### src/rtl/alu_scheduler.sv
// alu_scheduler: round-robin front end that lets two requesters share one
// combinational ALU. An operation takes one grant cycle (IDLE), one execute
// cycle (EXEC) and then waits in DONE until the consumer accepts the result.
module alu_scheduler #(
    parameter int unsigned WIDTH = 16
) (
    input  logic             clk,
    input  logic             rst_n,
    // requester 0
    input  logic             req0,
    input  logic [WIDTH-1:0] a0,
    input  logic [WIDTH-1:0] b0,
    input  logic             c0,
    input  logic [2:0]       func0,
    output logic             ack0,
    // requester 1
    input  logic             req1,
    input  logic [WIDTH-1:0] a1,
    input  logic [WIDTH-1:0] b1,
    input  logic             c1,
    input  logic [2:0]       func1,
    output logic             ack1,
    // shared ALU
    output logic [WIDTH-1:0] alu_a,
    output logic [WIDTH-1:0] alu_b,
    output logic             alu_c,
    output logic [2:0]       alu_func,
    input  logic [WIDTH-1:0] alu_w,
    input  logic             alu_zer,
    input  logic             alu_neg,
    // result
    output logic [WIDTH-1:0] res_w,
    output logic             res_zer,
    output logic             res_neg,
    output logic             res_valid,
    output logic             res_id,
    input  logic             res_ready,
    output logic             busy
);

    typedef enum logic [1:0] {
        StIdle,
        StExec,
        StDone
    } state_e;

    state_e           state_q;
    logic             last_q;       // requester granted most recently
    logic             ack0_q;
    logic             ack1_q;
    logic [WIDTH-1:0] alu_a_q;
    logic [WIDTH-1:0] alu_b_q;
    logic             alu_c_q;
    logic [2:0]       alu_func_q;
    logic [WIDTH-1:0] res_w_q;
    logic             res_zer_q;
    logic             res_neg_q;
    logic             res_valid_q;
    logic             res_id_q;

    // Winner: requester 1 when it asks alone, or when both ask and 0 went last.
    logic winner;
    assign winner = req1 & (~req0 | ~last_q);

    // Scheduler FSM with all outputs registered.
    always_ff @(posedge clk or negedge rst_n) begin
        if (!rst_n) begin
            state_q     <= StIdle;
            last_q      <= 1'b1;  // requester 0 wins the first contention
            ack0_q      <= 1'b0;
            ack1_q      <= 1'b0;
            alu_a_q     <= '0;
            alu_b_q     <= '0;
            alu_c_q     <= 1'b0;
            alu_func_q  <= 3'd0;
            res_w_q     <= '0;
            res_zer_q   <= 1'b0;
            res_neg_q   <= 1'b0;
            res_valid_q <= 1'b0;
            res_id_q    <= 1'b0;
        end else begin
            unique case (state_q)
                StIdle: begin
                    if (req0 || req1) begin
                        alu_a_q    <= winner ? a1 : a0;
                        alu_b_q    <= winner ? b1 : b0;
                        alu_c_q    <= winner ? c1 : c0;
                        alu_func_q <= winner ? func1 : func0;
                        res_id_q   <= winner;
                        last_q     <= winner;
                        ack0_q     <= ~winner;
                        ack1_q     <= winner;
                        state_q    <= StExec;
                    end
                end
                StExec: begin
                    ack0_q      <= 1'b0;
                    ack1_q      <= 1'b0;
                    res_w_q     <= alu_w;
                    res_zer_q   <= alu_zer;
                    res_neg_q   <= alu_neg;
                    res_valid_q <= 1'b1;
                    state_q     <= StDone;
                end
                StDone: begin
                    if (res_ready) begin
                        res_valid_q <= 1'b0;
                        state_q     <= StIdle;
                    end
                end
                default: begin
                    state_q <= StIdle;
                end
            endcase
        end
    end

    // busy is a pure decode of the state register.
    always_comb begin
        busy = (state_q != StIdle);
    end

    assign ack0      = ack0_q;
    assign ack1      = ack1_q;
    assign alu_a     = alu_a_q;
    assign alu_b     = alu_b_q;
    assign alu_c     = alu_c_q;
    assign alu_func  = alu_func_q;
    assign res_w     = res_w_q;
    assign res_zer   = res_zer_q;
    assign res_neg   = res_neg_q;
    assign res_valid = res_valid_q;
    assign res_id    = res_id_q;

endmodule

### config.mk
export PLATFORM = sky130hd
export DESIGN_NAME = alu_scheduler
export DESIGN_NICKNAME = d
export VERILOG_FILES = /design/src/rtl/alu_scheduler.sv
export SDC_FILE = /design/constraint.sdc
export NUM_CORES = 1
export LEC_CHECK = 0
export CAP_MARGIN = 20
export CORE_ASPECT_RATIO = 1.5
export CORE_MARGIN = 2
export CORE_UTILIZATION = 43
export CTS_CLUSTER_SIZE = 30
export DETAILED_ROUTE_END_ITERATION = 7
export PLACE_DENSITY = 0.91
export RECOVER_POWER = 50
export SETUP_SLACK_MARGIN = 0.15
export SLEW_MARGIN = 20
export SYNTH_ARGS = -nofsm -noshare
export SYNTH_HDL_FRONTEND = slang
export SYNTH_SLANG_ARGS = --single-unit
### constraint.sdc
create_clock -name clk -period 4.2 [get_ports clk]
set_clock_uncertainty 0.15 [all_clocks]
set_input_delay 0.42 -clock clk [delete_from_list [all_inputs] [get_ports clk]]
set_output_delay 0.42 -clock clk [all_outputs]
set_load 0.03 [all_outputs]
==> PnR_summary.wiki, run 1 <==
{| class="wikitable"
! Metric !! Value
|-
| Clock sink count || 61
|-
| Total number of nets in the final design || 436
|-
| Layout cell share with drive strength beyond 1 || 32.4%
|-
| Fin crit share || 68.6%
|-
| Clock Pin Slew Worst Setup and Hold Paths || 70 ps
|-
| Maximum number of pins on one net before global-route repair || 33
|-
| Number of cells on the worst hold path || 1
|-
| Avg Synthesized Cell Area || 16.7 µm²
|-
| Fmax || 347 MHz
|-
| Horizontal extent of the die || 72.6 µm
|-
| Total power || 3.73 mW
|-
| TritonCTS Buffers || 9
|-
| CTS tree || done
|-
| Power density over the cells || 788 nW/µm²
|-
| Number of distinct library cells after synthesis || 20
|-
| Violated checks || capacitance limit, slew limit
|-
| IR drop worst, VDD || 0.000457 V
|-
| Slew @ Worst Pin || 1600 ps
|-
| Input/output buffers || 153
|-
| Gate count of the mapped netlist || 182
|-
| Int Pwr || 2.30 mW
|-
| Post-DR wirelength/cell || 17.1 µm
|-
| Site Rows || 37
|-
| Final critical delay including setup and external delays || 2880 ps
|-
| DR pass1 iterations || 4
|-
| Hpwl dp || 5.53 mm
|-
| Commonest cells after routing, fill and taps aside || sky130_fd_sc_hd__clkdlybuf4s50_1 (147), sky130_fd_sc_hd__dfrtp_1 (60), sky130_fd_sc_hd__mux2_4 (58)
|-
| Drt via density || 5.02
|-
| Global-route wire length before repair || 11.7 mm
|-
| CP endpoint kind || register
|-
| Number of global-route vias before repair || 2371
|-
| Number of ports placed on the die boundary || 154
|-
| Leakage || 2.10 nW
|-
| Chip Height || 107 µm
|-
| Layout Area Growth over Synthesis || 56.1%
|-
| Fin util || 69.1%
|-
| Antenna violations before repair || 0
|-
| Net Switching || 1.43 mW
|-
| Hold Fails Final Rpt || 0
|-
| Remaining antenna violation count || 0
|-
| Core outline area || 6850 µm²
|-
| H-tree depth || 3
|-
| Number of filler instances in the final layout || 499
|-
| Critical path required time || 4270 ps
|-
| Minimum setup slack in the final design || 1320 ps
|-
| Starting density of the core || 44.3%
|-
| Arrival @ worst endpoint || 2960 ps
|-
| Die area || 7760 µm²
|-
| Crit path max fanout || 18
|-
| Inserted Diodes || 0
|-
| Worst Reg2Reg Path Length in Cells || 4
|-
| Setup crit start kind || register
|-
| Share of power burned in combinational logic || 56.7%
|-
| Post-Place Cells || 407
|-
| Max-slew violation count || 31
|-
| Total of flip-flops plus latches after synthesis || 61
|-
| Worst rel slew slack || -6.58%
|-
| Final setup viols || 0
|-
| Max-cap viol count || 1
|-
| Count of warnings emitted by yosys || 0
|-
| Class of the worst hold path || register to register
|-
| DR DRC count || 0
|-
| Number of nets produced by synthesis || 277
|-
| Vias post-DR || 2129
|-
| Root Buffer Master || sky130_fd_sc_hd__clkbuf_8
|-
| Critical path class || register to register
|-
| Synthesized area || 3030 µm²
|-
| Part of the total power dissipated in sequential elements || 28.7%
|-
| Portion of total power attributed to the clock network || 14.6%
|-
| Clock latency reported for the late side of the worst-skew pair || 340 ps
|-
| Post_cts resized || 0
|-
| Overflow left after global routing || 0
|-
| Non-filler instance count after layout || 424
|-
| Share of synthesized area occupied by flip-flops and latches || 50.4%
|-
| Aggregate global-route resource usage || 20.0%
|-
| Routability Congestion || 0.778
|-
| Initial DRC count || 78
|-
| Number of buffers between clock root and the deepest sink || 2
|-
| Sw frac || 38.4%
|-
| Most common cell after layout, fill and taps aside || sky130_fd_sc_hd__clkdlybuf4s50_1
|-
| DRT Wirelength || 7.27 mm
|-
| Worst setup timing slack at the placement stage || 1390 ps
|-
| Setup TNS || 0 ps
|-
| Result of the run || finished, violations left
|-
| Setup repair after global routing missed its margin || false
|}
## logic make-up after synthesis
family	synth area share, %
flops	50.4
simple gates	1.81
compound gates	1.98
mux	40.6
buf+inv	5.28
## worst max-delay path, stage by stage (launching register included)
cell and delay, ps:
sky130_fd_sc_hd__dfrtp_1 440, sky130_fd_sc_hd__or2_0 330, sky130_fd_sc_hd__nor2_1 1000, sky130_fd_sc_hd__buf_4 480, sky130_fd_sc_hd__mux2_2 370
## flip-flops by register name (all words and copies together) (netlist names)
signal / flops
state_q: 2
alu_c: 1
ack1: 1
res_w: 16
res_neg: 1
alu_b: 16
res_id: 1
ack0: 1
last_q: 1
alu_a: 16
res_zer: 1
alu_func: 3
res_valid: 1
## metal layers
layer | track usage [%] | wire, µm
met1 | 21.0 | 2650
met2 | 35.5 | 3920
met3 | 6.39 | 453
met4 | 9.39 | 244
met5 | 0 | 0
## power groups by stage
stage / logic, mW / clock network, mW / registers (mW)
floorplan: 0.841 / 0 / 1.63
global placement: 2.11 / 0 / 1.06
detailed placement: 2.15 / 0 / 1.08
CTS: 2.16 / 0.561 / 1.08
global route: 2.22 / 0.588 / 1.12
finish: 2.12 / 0.543 / 1.07
## Yosys cell counts, drive strengths merged
master  instances  share of area [%]
a21bo           1               0.33
o221a           1               0.37
or3             1               0.37
a21oi           3               0.62
buf            10                4.9
nand2           3               0.37
or2             1               0.21
o21ai           4               0.66
mux2           90                 41
dfstp           1               0.87
inv             3               0.37
dfrtp          60                 49
nand3           1               0.16
nor2            3               0.70
## path summary, 6_finish.rpt
path	to	slack, ps	from
worst max-delay path	alu_b[8]	1320	state_q[1]
worst min-delay path	alu_b[8]	350	alu_b[8]
worst max register to register	alu_b[8]	1320	state_q[1]
worst min register to register	alu_b[8]	350	alu_b[8]
max in group asynchronous	res_w[10]	1430	rst_n
min in group asynchronous	alu_func[2]	870	rst_n
## timing repair
item | 4_1_cts | 5_1_grt
buffers inserted | 0 | 0
hold buffers | 1 | 0
endpoints found under the setup margin | 0 | 0
hold endpoints to repair | 28 | 0
## cell type report
type	instances	area [µm²]	share of cell area, %
timing repair buffer	158	1560	33.0
sequential	61	1530	32.3
multi-input combinational	108	1330	28.0
clock buffer	12	165	3.49
tap	78	97.6	2.06
clock inverter	4	45.0	0.951
inverter	3	11.3	0.238
## through the flow
stage               cell area [µm²]  hold slack (ps)
CTS                            4760              361
global route                   4740              371
detailed placement             4540              346
finish                         4740              354
floorplan                      3030            -25.6
global placement               4540              319
Note: power is estimated with default switching activity, not from simulation.
==> run 2: changes to the inputs <==
CORE_UTILIZATION = 36   (was 43)
PLACE_DENSITY = 0.81   (was 0.91)
clock period = 2.6 ns   (was 4.2 ns; I/O delays follow)
==> run 2 against run 1 <==
  * The run now ends clean
  * Total power is 67% higher
  * Via count shrank 2.8%
  * Critical path depth did not move
  * Largest cell class unchanged
  * Sequential share of layout area decreased by 0.77 points
  * Highest routed layer unchanged
  * Maximum frequency rose by 30%
==> PnR_summary.wiki, run 2 (synthesis results as in run 1) <==
{| class="wikitable"
! Metric !! Value
|-
| Global-route wire length before repair || 11.2 mm (was 11.7 mm)
|-
| Root Buffer Master || sky130_fd_sc_hd__clkbuf_16 (was sky130_fd_sc_hd__clkbuf_8)
|-
| Fmax || 452 MHz (was 347 MHz)
|-
| CTS tree || done (unchanged)
|-
| Number of buffers between clock root and the deepest sink || 2 (unchanged)
|-
| Core outline area || 8310 µm² (was 6850 µm²)
|-
| Input/output buffers || 153 (unchanged)
|-
| Fin crit share || 85.2% (was 68.6%)
|-
| CP peak stage delay || 580 ps (was 1000 ps)
|-
| Hpwl dp || 5.53 mm (about the same)
|-
| Crit path cell chain || or2_1, nor2_4, buf_12, mux2_4 (was or2_0, nor2_1, buf_4, mux2_2)
|-
| Post_cts resized || 0 (unchanged)
|-
| Die area || 9190 µm² (was 7760 µm²)
|-
| Inserted Diodes || 0 (unchanged)
|-
| Most common cell after layout, fill and taps aside || sky130_fd_sc_hd__clkdlybuf4s50_1 (unchanged)
|-
| Number of global-route vias before repair || 2278 (was 2371)
|-
| Worst rel slew slack || 35.4% (was -6.58%)
|-
| Hold Fails Final Rpt || 0 (unchanged)
|-
| DR pass1 iterations || 4 (unchanged)
|-
| Routability Congestion || 0.744 (was 0.778)
|-
| H-tree depth || 3 (unchanged)
|-
| Final setup viols || 0 (unchanged)
|-
| Class of the worst hold path || register to register (unchanged)
|-
| Clock latency reported for the late side of the worst-skew pair || 320 ps (was 340 ps)
|-
| DRT Wirelength || 7.32 mm (was 7.27 mm)
|-
| CTS Hold Bufs || 1 (unchanged)
|-
| Vias post-DR || 2069 (was 2129)
|-
| TritonCTS Buffers || 9 (unchanged)
|-
| Max-cap viol count || 0 (was 1)
|-
| Setup Fix Bufs, Post-CTS || 0 (unchanged)
|-
| Result of the run || completed (was finished, violations left)
|-
| Site Rows || 41 (was 37)
|-
| Aggregate global-route resource usage || 16.1% (was 20.0%)
|-
| Antenna violations before repair || 0 (unchanged)
|-
| Number of ports placed on the die boundary || 154 (unchanged)
|-
| Horizontal extent of the die || 79.0 µm (was 72.6 µm)
|-
| Fin util || 58.4% (was 69.1%)
|-
| Slew @ Worst Pin || 970 ps (was 1600 ps)
|-
| Clock Pin Slew Worst Setup and Hold Paths || 50 ps (was 70 ps)
|-
| Clock sink count || 61 (unchanged)
|-
| Layout cell share with drive strength beyond 1 || 31.9% (was 32.4%)
|-
| DR DRC count || 0 (unchanged)
|-
| Slowest cell on crit path || sky130_fd_sc_hd__nor2_4 (was sky130_fd_sc_hd__nor2_1)
|-
| Post-DR wirelength/cell || 16.2 µm (was 17.1 µm)
|-
| Starting density of the core || 36.5% (was 44.3%)
|-
| Max-slew violation count || 0 (was 31)
|-
| Chip Height || 116 µm (was 107 µm)
|-
| Drt via density || 4.58 (was 5.02)
|-
| IR drop worst, VDD || 0.000595 V (was 0.000457 V)
|-
| Setup crit start kind || register (unchanged)
|-
| Overflow left after global routing || 0 (unchanged)
|-
| Arrival @ worst endpoint || 2260 ps (was 2960 ps)
|-
| Leakage || 2.12 nW (was 2.10 nW)
|-
| CP endpoint kind || register (unchanged)
|-
| Maximum number of pins on one net before global-route repair || 38 (was 33)
|-
| Setup repair after global routing missed its margin || false (unchanged)
|-
| Critical path required time || 2640 ps (was 4270 ps)
|-
| Commonest cells after routing, fill and taps aside || sky130_fd_sc_hd__clkdlybuf4s50_1 (146), sky130_fd_sc_hd__dfrtp_1 (60), sky130_fd_sc_hd__mux2_4 (58) (was sky130_fd_sc_hd__clkdlybuf4s50_1 (147), sky130_fd_sc_hd__dfrtp_1 (60), sky130_fd_sc_hd__mux2_4 (58))
|-
| Remaining antenna violation count || 0 (unchanged)
|-
| Worst Hold Slack || 346 ps (was 354 ps)
|-
| Layout Area Growth over Synthesis || 60.0% (was 56.1%)
|-
| Total number of nets in the final design || 436 (unchanged)
|-
| Setup TNS || 0 ps (unchanged)
|-
| Power density over the cells || 1280 nW/µm² (was 788 nW/µm²)
|-
| Initial DRC count || 40 (was 78)
|-
| Final critical delay including setup and external delays || 2210 ps (was 2880 ps)
|-
| Critical path class || register to register (unchanged)
|-
| Crit path max fanout || 20 (was 18)
|}
-- run 2: metal layers --
| layer | track usage [%] | vias up | wire (µm) |
|---|---|---|---|
| li1 | - | 965 | - |
| met1 | 17.3 | 1006 | 2770 |
| met2 | 29.7 | 86 | 4040 |
| met3 | 3.09 | 12 | 359 |
| met4 | 8.39 | 0 | 155 |
| met5 | 0 | - | 0 |
-- run 2: final cells by class --
type / count / area [µm²]
Clock buffer: 13 / 250
Clock inverter: 2 / 10.0
Fill cell: 704 / 3460
Inverter: 3 / 11.3
Multi-Input combinational cell: 108 / 1340
Sequential cell: 61 / 1530
Tap cell: 107 / 134
Timing Repair Buffer: 158 / 1590
-- run 2: worst paths after layout --
check,start,end,slack [ps],cells after the start
max,state_q[1],alu_c,390,4
min,last_q,last_q,350,2
max reg2reg,state_q[1],alu_c,390,4
min reg2reg,last_q,last_q,350,2
max in group asynchronous,rst_n,alu_a[0],690,3
min in group asynchronous,rst_n,alu_a[1],420,2
-- run 2: report_power, final --
group | switching [mW] | leakage (nW) | internal, mW
Sequential | 0.272 | 0.716 | 1.45
Clock | 0.370 | 0.129 | 0.660
Combinational | 1.70 | 1.28 | 1.76
Total | 2.34 | 2.12 | 3.88
-- run 2: worst max-delay path: cells and delay by family, from the launching register on --
kind	cells	cell delay (ps)
buffers and inverters	1	270
and+or+nand+nor	2	900
muxes	1	320
DFF	1	430
-- run 2: through the flow --
stage	worst slack (ps)	area, µm²	cells	power (mW)
after floorplan	839	3030	182	4.00
after global placement	334	4610	436	5.19
after detailed placement	310	4610	436	5.27
after CTS	345	4880	452	6.35
after global routing	272	4850	452	6.52
final	385	4850	452	6.22
==> run 3: changes to the inputs <==
PLACE_DENSITY = 0.85   (was 0.81)
==> run 3 against run 2 <==
  * Register-to-register slack is essentially flat
  * Sequential power about the same
  * Non-clock buffer count rose by 2
  * Critical path depth stayed put
  * Total power is 0.78% higher
  * Final cell count up 0.44%
  * Worst setup slack got worse by 6.4 ps
  * Critical endpoint is now alu_a[9]
==> PnR_summary.wiki, run 3 (synthesis results as in run 1) <==
{| class="wikitable"
! Metric !! Value
|-
| Fin util || 58.6% (was 58.4%)
|-
| H-tree depth || 3 (unchanged)
|-
| Global-route wire length before repair || 11.6 mm (was 11.2 mm)
|-
| Worst flop-to-flop path startpoint || last_q (was state_q[1])
|-
| Share of power burned in combinational logic || 55.0% (was 55.7%)
|-
| Site Rows || 41 (unchanged)
|-
| Result of the run || completed (unchanged)
|-
| Arrival @ worst endpoint || 2270 ps (was 2260 ps)
|-
| Register Area || 1530 µm² (unchanged)
|-
| Aggregate global-route resource usage || 16.7% (was 16.1%)
|-
| Crit path cell chain || a21bo_2, clkbuf_1, mux2_4, mux2_4 (was or2_1, nor2_4, buf_12, mux2_4)
|-
| Chip Height || 116 µm (unchanged)
|-
| Remaining antenna violation count || 0 (unchanged)
|-
| Core outline area || 8310 µm² (unchanged)
|-
| Net Switching || 2.34 mW (about the same)
|-
| Commonest cells after routing, fill and taps aside || sky130_fd_sc_hd__clkdlybuf4s50_1 (148), sky130_fd_sc_hd__dfrtp_1 (60), sky130_fd_sc_hd__mux2_4 (58) (was sky130_fd_sc_hd__clkdlybuf4s50_1 (146), sky130_fd_sc_hd__dfrtp_1 (60), sky130_fd_sc_hd__mux2_4 (58))
|-
| DR pass1 iterations || 4 (unchanged)
|-
| Number of global-route vias before repair || 2368 (was 2278)
|-
| Maximum number of pins on one net before global-route repair || 33 (was 38)
|-
| Clock latency reported for the late side of the worst-skew pair || 320 ps (about the same)
|-
| Worst Reg2Reg Path Length in Cells || 4 (unchanged)
|-
| Vias post-DR || 2096 (was 2069)
|-
| CP peak stage delay || 640 ps (was 580 ps)
|-
| Most common cell after layout, fill and taps aside || sky130_fd_sc_hd__clkdlybuf4s50_1 (unchanged)
|-
| Routability Congestion || 0.776 (was 0.744)
|-
| Met2 track demand over resource in global routing || 29.7% (unchanged)
|-
| GR Layer Usage met3 || 3.40% (was 3.09%)
|-
| Slew @ Worst Pin || 981 ps (was 970 ps)
|-
| R2r endpoint || alu_a[9] (was alu_c)
|-
| Class of the worst hold path || register to register (unchanged)
|-
| Worst rel slew slack || 34.6% (was 35.4%)
|-
| Fmax || 450 MHz (was 452 MHz)
|-
| Critical path class || register to register (unchanged)
|-
| Setup TNS || 0 ps (unchanged)
|-
| Fin crit share || 85.4% (was 85.2%)
|-
| Layout Area Growth over Synthesis || 60.6% (was 60.0%)
|-
| Setup repair after global routing missed its margin || false (unchanged)
|-
| TritonCTS Buffers || 9 (unchanged)
|-
| Setup Fix Bufs, Post-CTS || 0 (unchanged)
|-
| Max-cap viol count || 0 (unchanged)
|-
| Final critical delay including setup and external delays || 2220 ps (was 2210 ps)
|-
| Post_cts resized || 0 (unchanged)
|-
| Max-slew violation count || 0 (unchanged)
|-
| Input/output buffers || 153 (unchanged)
|-
| Most frequent cell on the critical path || sky130_fd_sc_hd__mux2_4
|-
| Post-DR wirelength/cell || 16.1 µm (was 16.2 µm)
|-
| Critical hold path startpoint || last_q (unchanged)
|-
| DRT Wirelength || 7.32 mm (about the same)
|-
| Combined area of the multi-input logic cells || 1340 µm² (about the same)
|-
| CTS tree || done (unchanged)
|-
| Number of ports placed on the die boundary || 154 (unchanged)
|-
| Final setup viols || 0 (unchanged)
|-
| Critical path required time || 2650 ps (was 2640 ps)
|-
| Portion of total power attributed to the clock network || 17.4% (was 16.6%)
|-
| CP endpoint kind || register (unchanged)
|-
| Clock Pin Slew Worst Setup and Hold Paths || 50 ps (about the same)
|-
| DR DRC count || 0 (unchanged)
|-
| Kind of cell adding the most delay to the critical path || buffers and inverters (was simple AND/OR/NAND/NOR gates)
|-
| Starting density of the core || 36.5% (unchanged)
|-
| Int Pwr || 3.93 mW (was 3.88 mW)
|-
| Horizontal extent of the die || 79.0 µm (unchanged)
|-
| Number of filler instances in the final layout || 702 (was 704)
|-
| Drt via density || 4.62 (was 4.58)
|-
| Worst R2R Setup Slack || 380 ps (was 390 ps)
|-
| Die area || 9190 µm² (unchanged)
|-
| Number of buffers between clock root and the deepest sink || 2 (unchanged)
|-
| Min-Delay Endpoint || last_q (unchanged)
|-
| Part of the total power dissipated in sequential elements || 27.5% (was 27.7%)
|-
| Met1 track demand over resource in global routing || 17.5% (was 17.3%)
|-
| Clock sink count || 61 (unchanged)
|-
| Crit path max fanout || 10 (was 20)
|-
| Inserted Diodes || 0 (unchanged)
|-
| Leakage || 2.13 nW (was 2.12 nW)
|-
| Most Crowded Layer GR || met2 (unchanged)
|-
| Total number of nets in the final design || 438 (was 436)
|-
| Root Buffer Master || sky130_fd_sc_hd__clkbuf_16 (unchanged)
|-
| IR drop worst, VDD || 0.000655 V (was 0.000595 V)
|-
| Antenna violations before repair || 0 (unchanged)
|-
| Initial DRC count || 80 (was 40)
|-
| Layout cell share with drive strength beyond 1 || 32.3% (was 31.9%)
|-
| Overflow left after global routing || 0 (unchanged)
|-
| Sw frac || 37.3% (was 37.7%)
|-
| Setup crit start kind || register (unchanged)
|-
| Slowest cell on crit path || sky130_fd_sc_hd__clkbuf_1 (was sky130_fd_sc_hd__nor2_4)
|-
| Hold Fails Final Rpt || 0 (unchanged)
|-
| Power density over the cells || 1290 nW/µm² (was 1280 nW/µm²)
|-
| Hpwl dp || 5.60 mm (was 5.53 mm)
|-
| CTS Hold Bufs || 1 (unchanged)
|-
| Number of cells on the worst hold path || 2 (unchanged)
|-
| WP buf/inv || 1 (unchanged)
|}
## run 3: cell types whose count changed in the layout (fill, tap and decap cells not counted)
cell and change:
sky130_fd_sc_hd__a21oi_1 -1, sky130_fd_sc_hd__dlygate4sd3_1 -2, sky130_fd_sc_hd__clkinv_2 -1, sky130_fd_sc_hd__buf_4 +1, sky130_fd_sc_hd__clkbuf_2 +1, sky130_fd_sc_hd__a21oi_2 +1, sky130_fd_sc_hd__clkdlybuf4s50_1 +2, sky130_fd_sc_hd__dfstp_1 +1
sky130_fd_sc_hd__dfstp_2 -1, sky130_fd_sc_hd__buf_12 -1, sky130_fd_sc_hd__clkbuf_8 +2
## run 3: metal layers
metal | vias up | part of all wire (%)
li1 | 968 | -
met1 | 1015 | 36
met2 | 91 | 55
met3 | 22 | 5.4
met4 | 0 | 3.7
met5 | - | 0
## run 3: final cells by class
class	count	share of cell area [%]
clock inverter	1	0.103
timing repair buffer	160	32.5
sequential	61	31.4
tap	107	2.75
multi-input combinational	108	27.5
clock buffer	14	5.62
inverter	3	0.231
## run 3: power by group through the flow
stage	clock, mW	combinational [mW]	sequential, mW
2_1_floorplan	0	1.36	2.64
6_report	1.09	3.45	1.72
3_5_place_dp	0	3.51	1.74
5_1_grt	1.17	3.62	1.79
3_3_place_gp	0	3.45	1.72
4_1_cts	1.13	3.52	1.74
## run 3: worst reg2reg max path, cell delays in order, from the launching register on
cell	delay [ps]
sky130_fd_sc_hd__dfstp_1	520
sky130_fd_sc_hd__a21bo_2	170
sky130_fd_sc_hd__clkbuf_1	640
sky130_fd_sc_hd__mux2_4	370
sky130_fd_sc_hd__mux2_4	260
## run 3: worst max path at each step
stage / start / endpoint / slack, ps / depth (start not counted)
2_1_floorplan: state_q[1] / alu_a[0] / 840 / 6
3_3_place_gp: req1 / alu_c / 570 / 5
3_5_place_dp: req1 / alu_b[15] / 560 / 5
4_1_cts: state_q[1] / busy / 390 / 2
5_1_grt: last_q / alu_func[2] / 270 / 4
6_report: last_q / alu_a[9] / 380 / 4
## run 3: metrics by stage
stage / setup slack [ps] / instance area (µm²) / hold slack, ps / cells / power [mW]
floorplan: 839 / 3030 / -186 / 182 / 4.00
global placement: 570 / 4620 / 211 / 438 / 5.17
detailed placement: 559 / 4620 / 228 / 438 / 5.25
CTS: 387 / 4900 / 332 / 454 / 6.39
global route: 273 / 4870 / 356 / 454 / 6.58
finish: 379 / 4870 / 343 / 454 / 6.27
